`src/rtl/i2s_pkg.sv`:
```
// Shared widths, frame layout and types for the I2S transmitter.
// The frame helper places each channel MSB-aligned in its own slot window.
package i2s_pkg;

  localparam int SAMPLE_W    = 16;
  localparam int SLOT_W      = 16;
  localparam int BCLK_DIV    = 16;
  localparam int FRAME_SLOTS = 2 * SLOT_W;
  localparam int SLOT_CNT_W  = $clog2(FRAME_SLOTS);

  typedef struct packed {
    logic [SAMPLE_W-1:0] left;
    logic [SAMPLE_W-1:0] right;
  } stereo_sample_t;

  typedef enum logic {
    ST_IDLE = 1'b0,
    ST_RUN  = 1'b1
  } tx_state_t;

  function automatic logic [FRAME_SLOTS-1:0] pack_frame(input stereo_sample_t s);
    logic [FRAME_SLOTS-1:0] f;
    f = '0;
    f[FRAME_SLOTS-1 -: SAMPLE_W] = s.left;
    f[SLOT_W-1 -: SAMPLE_W]      = s.right;
    return f;
  endfunction

endpackage

```
`src/rtl/i2s_bclk_gen.sv`:
```
// Bit clock generator: bclk falls on every bit strobe and rises half a
// bit period later, giving a 50% duty clock with the rising edge mid-bit.
module i2s_bclk_gen
  import i2s_pkg::*;
(
  input  logic master_clk,
  input  logic rst,
  input  logic bit_clk_en,
  input  logic active,
  output logic bclk
);

  localparam int PH_W = $clog2(BCLK_DIV) + 1;
  localparam logic [PH_W-1:0] HALF = PH_W'(BCLK_DIV / 2);

  logic [PH_W-1:0] phase;

  // phase counts master_clk cycles since the last strobe (strobe cycle = 0)
  always_ff @(posedge master_clk) begin
    if (rst) begin
      phase <= '0;
      bclk  <= 1'b0;
    end else if (bit_clk_en) begin
      phase <= PH_W'(1);
      bclk  <= 1'b0;
    end else begin
      phase <= phase + PH_W'(1);
      if (active && phase == HALF) bclk <= 1'b1;
    end
  end

endmodule

```
`src/rtl/i2s_tx.sv`:
```
// Philips I2S transmitter: one-deep holding register behind a valid/ready
// handshake, frame shift register and slot counter. Build option
// I2S_TX_UNDERRUN_REPEAT_EN repeats the last sent pair on underrun instead of silence.
//
// state   | meaning
// ST_IDLE | no frame start seen yet; bclk, lrclk, sdata held low
// ST_RUN  | frames streaming, outputs follow the bit strobes
module i2s_tx
  import i2s_pkg::*;
(
  input  logic                master_clk,
  input  logic                rst,
  input  logic                sample_clk_en,
  input  logic                bit_clk_en,
  input  logic                sample_valid,
  output logic                sample_ready,
  input  logic [SAMPLE_W-1:0] left,
  input  logic [SAMPLE_W-1:0] right,
  output logic                bclk,
  output logic                lrclk,
  output logic                sdata,
  output logic                underrun
);

  tx_state_t              state, state_nxt;
  logic                   fs, active, xfer, hold_full;
  stereo_sample_t         hold, underrun_src, frame_src;
  logic [FRAME_SLOTS-1:0] sreg;
  logic [SLOT_CNT_W-1:0]  slot, slot_nxt;

  assign fs           = bit_clk_en & sample_clk_en;
  assign active       = (state == ST_RUN) || fs;
  assign sample_ready = !hold_full;
  assign xfer         = sample_valid && !hold_full;
  assign slot_nxt     = fs ? '0 : slot + SLOT_CNT_W'(1);

  always_ff @(posedge master_clk) begin
    if (rst) state <= ST_IDLE;
    else     state <= state_nxt;
  end

  always_comb begin
    state_nxt = state;
    case (state)
      ST_IDLE: if (fs) state_nxt = ST_RUN;
      ST_RUN:  state_nxt = ST_RUN;
      default: state_nxt = ST_IDLE;
    endcase
  end

`ifdef I2S_TX_UNDERRUN_REPEAT_EN
  stereo_sample_t last_frame;

  always_ff @(posedge master_clk) begin
    if (rst)                    last_frame <= '0;
    else if (fs && hold_full)   last_frame <= hold;
  end

  assign underrun_src = last_frame;
`else
  assign underrun_src = '0;
`endif

  assign frame_src = hold_full ? hold : underrun_src;

  always_ff @(posedge master_clk) begin
    if (rst) begin
      hold      <= '0;
      hold_full <= 1'b0;
      slot      <= '0;
      sreg      <= '0;
      sdata     <= 1'b0;
      lrclk     <= 1'b0;
      underrun  <= 1'b0;
    end else begin
      underrun <= fs && !hold_full;
      // a transfer on a frame start lands after the empty hold was sampled
      if (xfer) begin
        hold.left  <= left;
        hold.right <= right;
        hold_full  <= 1'b1;
      end else if (fs) begin
        hold_full  <= 1'b0;
      end
      if (bit_clk_en) begin
        slot <= slot_nxt;
        if (active) begin
          sdata <= sreg[FRAME_SLOTS-1];
          sreg  <= fs ? pack_frame(frame_src) : {sreg[FRAME_SLOTS-2:0], 1'b0};
          lrclk <= (slot_nxt >= SLOT_CNT_W'(SLOT_W));
        end
      end
    end
  end

  i2s_bclk_gen u_bclk_gen (
    .master_clk (master_clk),
    .rst        (rst),
    .bit_clk_en (bit_clk_en),
    .active     (state == ST_RUN),
    .bclk       (bclk)
  );

endmodule

```
`config.mk`:
```
export PLATFORM = sky130hd
export DESIGN_NAME = i2s_tx
export DESIGN_NICKNAME = d
export VERILOG_FILES = /design/src/rtl/i2s_pkg.sv /design/src/rtl/i2s_bclk_gen.sv /design/src/rtl/i2s_tx.sv
export SDC_FILE = /design/constraint.sdc
export NUM_CORES = 1
export LEC_CHECK = 0
export CORE_AREA = 8 8 81 90
export DETAILED_ROUTE_END_ITERATION = 10
export DIE_AREA = 0 0 89 98
export DONT_BUFFER_PORTS = 1
export PLACE_DENSITY = 0.83
export SYNTH_ARGS = -nofsm -noshare
export SYNTH_HDL_FRONTEND = slang
export SYNTH_HIERARCHICAL = 1
export SYNTH_SLANG_ARGS = --single-unit
```
`constraint.sdc`:
```
create_clock -name master_clk -period 1.8 [get_ports master_clk]
set_clock_uncertainty 0.15 [all_clocks]
set_input_delay 0.27 -clock master_clk [delete_from_list [all_inputs] [get_ports master_clk]]
set_output_delay 0.27 -clock master_clk [all_outputs]
set_load 0.05 [all_outputs]
```
; After elaboration in Yosys (flattened, before gate mapping)
; Cells that the tools add are included.
[word_totals]
register_bits = 80
out_inout_bits = 5
input_bits = 37
[op_classes]
mux = 8
order_cmp = 1
addsub = 2
bitwise = 2
reduce_logical = 8
n_eq_ne = 1
[ops]
columns = operator, n
row1 = $mux W32, 2
row2 = $add A5 B1 Y5 const B, 2
row3 = $eq A5 B4 Y1 const B, 1
row4 = $ge A5 B5 Y1 const B, 1
row5 = $mux W5, 1
row6 = $mux W1, 4
row7 = $logic_and A1 B1 Y1, 3
row8 = $pmux W1 S2, 1
row9 = $reduce_and A2 Y1, 1
row10 = $reduce_bool A2 Y1, 1
row11 = $reduce_or A2 Y1, 1
row12 = $and A1 B1 Y1, 1
row13 = $logic_not A1 Y1, 1
row14 = $logic_or A1 B1 Y1, 1
row15 = $not A1 Y1, 1

; Depth between registers and ports, before layout
[depth]
depth_word = 3
ltp_mapped = 6

; Modules after synthesis
; Netlist, hierarchy kept.
[by_module_without_submodules]
columns = module, instances, cells_each, area_each_um2
row1 = i2s_tx, 1, 403, 3194.3
row2 = i2s_bclk_gen, 1, 29, 295.3

; Worst setup path after synthesis
; No wires, ideal clock.
[synth_timing]
path_type = reg-to-reg
from = reg slot[0]
to = reg slot[4]
arrival_ps = 1140
t_required_ps = 1580
stages_incl_launch_ff = 5
path_slack_ps = 440
synth_period_minus_slack_ps = 1360
cell_sequence = dfxtp_1 -> ha_1 -> nand3_1 -> or4_1 -> a21oi_1
[synth_via]
elab_chain_cells = 2
[synth_rtl]
columns = element, line_no
row1 = "start, declared", i2s_tx.sv:29  ; logic [SLOT_CNT_W-1:0] slot, slot_nxt;
row2 = "start signal, assigned", i2s_tx.sv:86  ; slot <= slot_nxt;
row3 = $add A5 B1 Y5, i2s_tx.sv:35  ; assign slot_nxt = fs ? '0 : slot + SLOT_CNT_W'(1);
row4 = $mux W5, i2s_tx.sv:35
; No other way between the ends.
; A chain may end at the register's enable or synchronous reset.

; Worst setup path in the final report
[layout_timing]
from = reg hold_full
to = reg hold[8] (netlist bit)
[layout_via]
elab_chain_cells = 2
[layout_rtl]
columns = element, line_no
row1 = "start, declared", i2s_tx.sv:26  ; logic fs, active, xfer, hold_full;
row2 = "start signal, assigned", i2s_tx.sv:69  ; hold_full <= 1'b0;
row3 = "start signal, assigned", i2s_tx.sv:81  ; hold_full <= 1'b1;
row4 = "start signal, assigned", i2s_tx.sv:83  ; hold_full <= 1'b0;
row5 = $logic_not A1 Y1, i2s_tx.sv:34  ; assign xfer = sample_valid && !hold_full;
row6 = $logic_and A1 B1 Y1, i2s_tx.sv:34
row7 = "end, declared", i2s_tx.sv:27  ; stereo_sample_t hold, underrun_src, frame_src;
; No other way between the ends.

==> impl_metrics.json <==
{
  "crit-reg2reg-launch": "hold_full$_SDFFE_PP0P_",
  "holdPathStages": 2,
  "numPortBuffers": 0,
  "initialDrtViolationCount": 234,
  "wl_per_cell_um": 15.4,
  "htree_levels": 3,
  "clock-sinks": 80,
  "whs_endpoint": "u_bclk_gen/bclk$_SDFFE_PP0P_",
  "drive_gt1_frac": 0.101,
  "rsz0062_at_grt": "yes",
  "reg2reg_depth": 5,
  "path_class": "flip-flop to flip-flop",
  "fillCellCount": 455,
  "cp_max_fo": 15,
  "layout_min_cycle_time_ns": 1.75,
  "end_kind": "flip-flop",
  "ys_seq_elements": 80,
  "firstDrtPassIters": 5,
  "tritoncts": "done",
  "viasPerCell": 5.73,
  "grt_pass1_wl_um": 13900,
  "reg2reg_to": "hold[8]$_SDFFE_PP0P_",
  "num_io_pins": 42,
  "power_leakage_nw": 1.68,
  "synth.distinct_cells": 33,
  "die_x_um": 89,
  "hold_start": "bit_clk_en",
  "arrival_ns": 1.90,
  "nets": 508,
  "required_ns": 1.95,
  "synth_cells": 432,
  "rrSetupSlack_ns": 0.05,
  "n_antenna_cell": 0,
  "async_flop_share": 0,
  "p_per_area_mw_per_mm2": 860,
  "synthFlopType": "dfxtp_1",
  "cts_made_buffers": 9,
  "cts.clk_slew.worst_paths_ns": 0.08,
  "place_congestion": 0.734,
  "cts_buffer_depth": 2,
  "start_kind": "flip-flop",
  "die_y_um": 98,
  "maxSlewViolCount": 0,
  "drc_errors": 0,
  "clk_latency_ns": 0.35,
  "drv_cap": 0,
  "grt_pass1_vias": 3132,
  "grt_start_max_net_pins": 66,
  "postRouteWirelength_um": 8520,
  "ant_nets": 0,
  "start_util": 0.588,
  "vdd_drop_max_mv": 0.565,
  "syn_avg_cell_area_um2": 8.08,
  "seq_area_frac_synth": 0.459,
  "outcome": "finished, final reports clean",
  "syn_nets": 472,
  "max_freq_mhz": 571,
  "finalSetupViolCount": 0,
  "fin_crit_sh": 0.974,
  "area_delta_synth_final_pct": 22.7,
  "max_slew_margin": 0.680,
  "dieArea_mm2": 0.00872,
  "cts-root-buf": "clkbuf_8",
  "min_path_type": "primary input to flip-flop",
  "final_common_cell": "dfxtp_1",
  "worst_pin_slew_ns": 0.479,
  "gr-total-overflow": 0,
  "hold_viol": 0,
  "antenna_found_initial": 0,
  "mostFrequentLayoutCells": "dfxtp_1 (77), nand2_1 (68), dlygate4sd3_1 (45)",
  "ys.warnings.count": 6,
  "finalSetupTns_ns": 0,
  "crit_start": "hold_full$_SDFFE_PP0P_",
  "utilization": 0.722,
  "vias": 3170,
  "core-area_mm2": 0.00593,
  "dpl.hpwl_um": 4500,
  "synth_edf_count": 0,
  "rows": 30,
  "syn_area_mm2": 0.00349,
  "grt_usage": 0.199
}
==> layer usage <==
metal,share of wire,vias to the layer above,wire (µm),GRT usage
met2,0.52,101,4440,0.341
met3,0.057,13,489,0.0437
met1,0.40,1514,3450,0.231
met5,0,-,0,0
li1,-,1542,-,-
met4,0.017,0,146,0.0731
==> repair_timing <==
| action | 4_1_cts | 5_1_grt |
|---|---|---|
| hold buffers | 48 | 0 |
| gates resized for setup | 0 | 12 |
| hold endpoints to repair | 77 | 0 |
| buffers inserted | 0 | 3 |
| setup endpoints to repair | 0 | 16 |
==> layout make-up <==
type	instances	area, µm²	area share
flip-flops and latches	80	1610	0.375
clock buffers	14	173	0.0403
multi-input cells	276	1570	0.367
clock inverters	2	12.5	0.00292
well taps	80	100	0.0234
repair buffers	65	682	0.159
inverters	36	135	0.0316
==> stage by stage <==
| step | setup slack, ns | cells | cell area, µm² | power, mW | hold WS, ns |
|---|---|---|---|---|---|
| floorplan | 0.440 | 432 | 3490 | 2.29 | 0.256 |
| global placement | 0.418 | 486 | 3510 | 2.30 | 0.200 |
| detailed placement | 0.327 | 486 | 3510 | 2.31 | 0.201 |
| CTS | 0.0254 | 550 | 4220 | 3.67 | 0.00881 |
| global route | -0.0117 | 553 | 4280 | 3.83 | 0.0290 |
| finish | 0.0474 | 553 | 4280 | 3.68 | 0.0323 |
==> power by group <==
| group | internal (mW) | total, mW | switching, mW |
|---|---|---|---|
| clock | 0.614 | 1.24 | 0.629 |
| sequential | 1.87 | 1.93 | 0.0599 |
| combinational | 0.237 | 0.510 | 0.273 |
==> registers in the layout, summed over array words and instances (netlist names) <==
name,flops
hold,32
hold_full,1
u_bclk_gen/bclk,1
sreg,32
underrun,1
u_bclk_gen/phase,5
state,1
lrclk,1
sdata,1
slot,5
==> worst max path at each step <==
stage | endpoint | slack (ns)
after CTS | slot[2]$_SDFFE_PP0P_ | 0.03
after floorplan | slot[4]$_SDFFE_PP0P_ | 0.44
after detailed placement | slot[4]$_SDFFE_PP0P_ | 0.33
final | hold[8]$_SDFFE_PP0P_ | 0.05
after global routing | slot[2]$_SDFFE_PP0P_ | -0.01
after global placement | slot[4]$_SDFFE_PP0P_ | 0.42
==> worst max-delay path, stage by stage (launching register included) <==
cell and delay (ns):
dfxtp_2 0.39, nand2b_1 0.17, buf_4 0.23, nand2_1 0.07, a21oi_1 0.13, dlygate4sd3_1 0.55
==> synthesized netlist by cell type (2+ instances only) <==
cell type,instances,area (µm²)
a21oi_1,39,195
clkbuf_1,15,56.3
xor2_1,2,17.5
buf_4,4,30.0
nor3b_1,3,22.5
mux2_4,2,30.0
nor3b_2,2,25.0
nand3_1,34,170
and2_1,2,12.5
dfxtp_1,80,1600
a21o_1,31,233
nor3_1,5,25.0
inv_2,2,7.51
inv_1,34,128
a311oi_1,31,272
nand2_1,68,255
nor2_1,38,143
buf_2,20,100
ha_1,3,37.5
o21ai_0,3,15.0
nand3b_1,2,15.0
==> logic make-up after synthesis <==
group,Yosys count,synth area share
DFF,80,0.459
buffers and inverters,76,0.0954
and+or+nand+nor,159,0.202
muxes,2,0.00861
AOI/OAI and AO/OA,109,0.217
adders and majority gates,3,0.0108
xor gates and xnor gates,3,0.00753
(Power assumes the default switching activity.)
